[src/rtl/alu_cmd_sequencer.sv]
// Narrow-bus command/operand loader and result capture around a wide ALU.
// Optional result chaining is enabled by defining ALU_SEQ_CHAIN_EN.
module alu_cmd_sequencer #(
  parameter int DWIDTH = 128,
  parameter int BWIDTH = 32
) (
  input  logic              clk,
  input  logic              rst_n,
  input  logic              in_valid,
  output logic              in_ready,
  input  logic [BWIDTH-1:0] in_data,
  output logic [DWIDTH-1:0] op1,
  output logic [DWIDTH-1:0] op2,
  output logic [2:0]        opsel,
  output logic              mode,
  input  logic [DWIDTH-1:0] alu_result,
  input  logic              alu_c,
  input  logic              alu_z,
  input  logic              alu_o,
  input  logic              alu_s,
  output logic              out_valid,
  input  logic              out_ready,
  output logic [DWIDTH-1:0] result,
  output logic              c_flag,
  output logic              z_flag,
  output logic              o_flag,
  output logic              s_flag,
  output logic              busy
);

  localparam int WORDS = DWIDTH / BWIDTH;
  localparam int CW = (WORDS > 1) ? $clog2(WORDS) : 1;

  typedef enum logic [2:0] {
    CMD, LOAD_A, LOAD_B, EXEC, HOLD
  } state_t;

  state_t        state;
  logic [CW-1:0] cnt;
  logic          in_fire;
  logic          last;
  logic          unused;

  assign in_ready = (state == CMD) || (state == LOAD_A)
                 || (state == LOAD_B);
  assign busy     = (state != CMD);
  assign in_fire  = in_valid && in_ready;
  assign last     = (cnt == CW'(WORDS - 1));
  assign unused   = ^in_data;

`ifdef ALU_SEQ_CHAIN_EN
  logic chain_ok;

  always_ff @(posedge clk or negedge rst_n) begin
    if (!rst_n) begin
      chain_ok <= 1'b0;
    end else if (out_valid && out_ready) begin
      chain_ok <= 1'b1;
    end
  end
`endif

  always_ff @(posedge clk or negedge rst_n) begin
    if (!rst_n) begin
      state     <= CMD;
      cnt       <= '0;
      op1       <= '0;
      op2       <= '0;
      opsel     <= '0;
      mode      <= 1'b0;
      result    <= '0;
      c_flag    <= 1'b0;
      z_flag    <= 1'b0;
      o_flag    <= 1'b0;
      s_flag    <= 1'b0;
      out_valid <= 1'b0;
    end else begin
      unique case (state)
        CMD: begin
          if (in_fire) begin
            opsel <= in_data[2:0];
            mode  <= in_data[3];
            cnt   <= '0;
`ifdef ALU_SEQ_CHAIN_EN
            if (in_data[4] && chain_ok) begin
              op1   <= result;
              state <= LOAD_B;
            end else begin
              state <= LOAD_A;
            end
`else
            state <= LOAD_A;
`endif
          end
        end
        LOAD_A: begin
          if (in_fire) begin
            op1[cnt*BWIDTH +: BWIDTH] <= in_data;
            if (last) begin
              cnt   <= '0;
              state <= LOAD_B;
            end else begin
              cnt <= cnt + 1'b1;
            end
          end
        end
        LOAD_B: begin
          if (in_fire) begin
            op2[cnt*BWIDTH +: BWIDTH] <= in_data;
            if (last) begin
              cnt   <= '0;
              state <= EXEC;
            end else begin
              cnt <= cnt + 1'b1;
            end
          end
        end
        EXEC: begin
          // operands were stable for a full cycle; ALU output has settled
          result    <= alu_result;
          c_flag    <= alu_c;
          z_flag    <= alu_z;
          o_flag    <= alu_o;
          s_flag    <= alu_s;
          out_valid <= 1'b1;
          state     <= HOLD;
        end
        HOLD: begin
          if (out_ready) begin
            out_valid <= 1'b0;
            state     <= CMD;
          end
        end
        default: begin
          out_valid <= 1'b0;
          cnt       <= '0;
          state     <= CMD;
        end
      endcase
    end
  end

endmodule

[config.mk]
export PLATFORM = sky130hd
export DESIGN_NAME = alu_cmd_sequencer
export DESIGN_NICKNAME = d
export VERILOG_FILES = /design/src/rtl/alu_cmd_sequencer.sv
export SDC_FILE = /design/constraint.sdc
export NUM_CORES = 1
export LEC_CHECK = 0
export BUFFER_PORTS_ARGS = -buffer_cell sky130_fd_sc_hd__buf_2
export CORE_AREA = 2 2 221 223
export CTS_CLUSTER_DIAMETER = 60
export DETAILED_ROUTE_END_ITERATION = 8
export DIE_AREA = 0 0 223 225
export HOLD_SLACK_MARGIN = 0.03
export PLACE_DENSITY = 0.67
export SLEW_MARGIN = 20
export SYNTH_ARGS = -nofsm -noshare
export SYNTH_HDL_FRONTEND = slang
export SYNTH_SLANG_ARGS = --single-unit
[constraint.sdc]
create_clock -name clk -period 2.6 [get_ports clk]
set_clock_uncertainty 0.2 [all_clocks]
set_input_delay 0.13 -clock clk [delete_from_list [all_inputs] [get_ports clk]]
set_output_delay 0.13 -clock clk [all_outputs]
set_load 0.01 [all_outputs]
==> flow_summary.toml <==
[synth]
yosys_register_bits = 398
synth_seq_area_share_pct = 62.8
yosysWarningCount = 0
netlist_area_um2 = 15900
synth_cell_types = 30
syn_inst = 1024
ys.flop_type = "dfrtp_1"
synth_edf_count = 0
syn-num-nets = 1197
syn_avg_cell_area_um2 = 15.5
async_flop_share_pct = 100

[pwr]
p_int_w = 0.0157
pwr-share-clk_pct = 26.1
combPwrFrac_pct = 34.5
p_leak_nw = 12.0
seq_power_share_pct = 39.3
ir_drop_mv = 0.686
power.density_nw_per_um2 = 1040
p_switching_w = 0.00798
power.share.switching_pct = 33.6

[placement]
place_hpwl_mm = 35.4
port_buffers = 562
placedInstanceArea_um2 = 19600
routabilityCongestion = 0.833

[route]
drtIter0Drc = 471
viasPerCell = 4.72
routedWlPerCell_um = 21.1
dr.pass1.iters = 4
ant_nets = 0
vias = 11500
drcViolationCount = 0
drt-total-wl_mm = 51.5

[die]
fp.coreArea_um2 = 47500
rows = 80
die_y_um = 225
ios = 563
die_x_um = 223
start_util_pct = 33.3
die_area_um2 = 50200

[global_routing]
grtUsageMet1_pct = 22.2
grt_max_degree = 75
track_usage_pct = 20.2
use_met2_pct = 35.8
antenna_found_initial = 2
grt_pass1_wl_mm = 77.1
grt-busiest-layer = "met2"
grtUsageMet3_pct = 6.15
grt-ovfl-total = 0
grt_pass1_vias = 12800

[worst_setup_path]
critPathKind = "reg2reg"
critPathLaunchType = "register"
critPathArrivalTime_ps = 2700
cp.required_ps = 2900
timing.rr.end = "op1[87]$_DFFE_PN0P_"
rr_worst_depth = 6
end_kind = "register"
reg2reg_from = "cnt[1]$_DFFE_PN0P_"
crit_path_max_fanout = 21
r2r_slack_ps = 190

[finish]
drive_gt1_share_pct = 56.5
final_cell_mix = "buf_2 (561), dfrtp_1 (398), mux2_2 (341)"
final_common_cell = "buf_2"
register_area_um2 = 9960
layout.nets = 1959
multi_input_area_um2 = 5590
utilization_pct = 47.9
fillers = 4159
final_area_um2 = 22800
syn_to_final_growth_pct = 43.6

[sta]
finalHoldViolations = 0
worstMarginPinSlew_ps = 949
timing.final.crit_share_pct = 92.5
rsz0062_at_grt = "no"
fin_crit_ps = 2410
setup_viol = 0
maxSlewHeadroom_pct = 36.6
setup_tns_ps = 0
whs_ps = 135
slew_viol_final = 0
fmax_mhz = 416

[clock_network]
clkSinkCount = 398
h-tree-depth = 2
cts_tree = "built"
clock_latency_ps = 560
numCtsBuffers = 45
cts.path.max_buffers = 3
cts.reportedPaths.clkPinSlew_ps = 60
cts_root_buf = "clkbuf_16"

[min_path]
worstHoldEndpoint = "result[101]$_DFFE_PN0N_"
holdPathStages = 3
min_path_type = "in2reg"
min_from = "alu_result[101]"

[outcome]
run_status = "completed"

[run]
maxCapViolations = 0
==> power by group through the flow <==
stage                     clock (W)  combinational (W)  sequential, W
final                       0.00619            0.00819        0.00933
after global routing        0.00661            0.00873        0.00956
after CTS                   0.00636            0.00820        0.00929
after detailed placement          0            0.00796        0.00936
after global placement            0            0.00778        0.00928
after floorplan                   0            0.00321         0.0102
==> final cells by class <==
| cell class | instances | area share, % |
|---|---|---|
| multi-input cells | 565 | 24.5 |
| clock buffers | 68 | 5.81 |
| repair buffers | 772 | 21.9 |
| well taps | 615 | 3.38 |
| flip-flops and latches | 398 | 43.7 |
| inverters | 4 | 0.0659 |
| diodes | 2 | 0.0220 |
| clock inverters | 12 | 0.544 |
==> worst max-delay path, stage by stage, from the launching register on <==
cell and delay [ps]:
dfrtp_1 420, inv_1 100, ha_1 300, nor3b_4 570
buf_4 390, and2_1 200, mux2_2 160
==> timing repair <==
item	CTS	global route
hold endpoints to repair	796	0
endpoints found under the setup margin	7	0
hold buffers	169	0
buffers inserted	0	0
gates resized for setup	1	0
==> synth_stat cells (4+ instances only) <==
cell type	number	area (µm²)
clkbuf_1	14	52.6
inv_1	4	15.0
mux2_1	51	574
and3_1	4	25.0
ha_1	5	62.6
mux2_2	341	3840
dfrtp_1	398	9960
and2_1	128	801
buf_6	9	101
buf_2	24	120
nand2_1	4	15.0
buf_4	10	75.1
nand3_1	7	35.0
==> through the flow <==
step / total power [W] / setup WS (ps) / cells
6_report: 0.0237 / 194 / 2436
5_1_grt: 0.0249 / 83.1 / 2435
4_1_cts: 0.0239 / 160 / 2434
3_5_place_dp: 0.0173 / -2.51 / 2185
3_3_place_gp: 0.0171 / 145 / 2185
2_1_floorplan: 0.0134 / 581 / 1024
==> metal layers <==
layer / vias up / routed length [µm]
li1: 5066 / -
met3: 111 / 3890
met4: 0 / 2580
met2: 454 / 25900
met5: - / 0
met1: 5876 / 19100
==> cell families after synthesis <==
logic type,share of synthesized area [%]
AOI/OAI and AO/OA,0.434
DFF,62.8
buffers and inverters,2.30
xor gates and xnor gates,0.0553
muxes,27.8
adders and majority gates,0.395
and+or+nand+nor,6.13
==> sequential cells by signal (all words and copies together) (netlist names) <==
| signal | count |
|---|---|
| mode | 1 |
| op2 | 128 |
| o_flag | 1 |
| s_flag | 1 |
| z_flag | 1 |
| out_valid | 1 |
| opsel | 3 |
| state | 3 |
| result | 128 |
| cnt | 2 |
| c_flag | 1 |
| op1 | 128 |
==> worst max path at each step <==
stage | startpoint | endpoint | slack (ps) | cells after the start
6_report | cnt[1]$_DFFE_PN0P_ | op1[87]$_DFFE_PN0P_ | 190 | 6
5_1_grt | cnt[1]$_DFFE_PN0P_ | op2[53]$_DFFE_PN0P_ | 80 | 6
4_1_cts | cnt[1]$_DFFE_PN0P_ | op2[53]$_DFFE_PN0P_ | 160 | 6
3_5_place_dp | cnt[1]$_DFFE_PN0P_ | op1[87]$_DFFE_PN0P_ | -3 | 6
3_3_place_gp | cnt[1]$_DFFE_PN0P_ | op1[94]$_DFFE_PN0P_ | 140 | 6
2_1_floorplan | cnt[0]$_DFFE_PN0P_ | op1[43]$_DFFE_PN0P_ | 580 | 6
No activity file was read; power rests on OpenSTA's default activity.
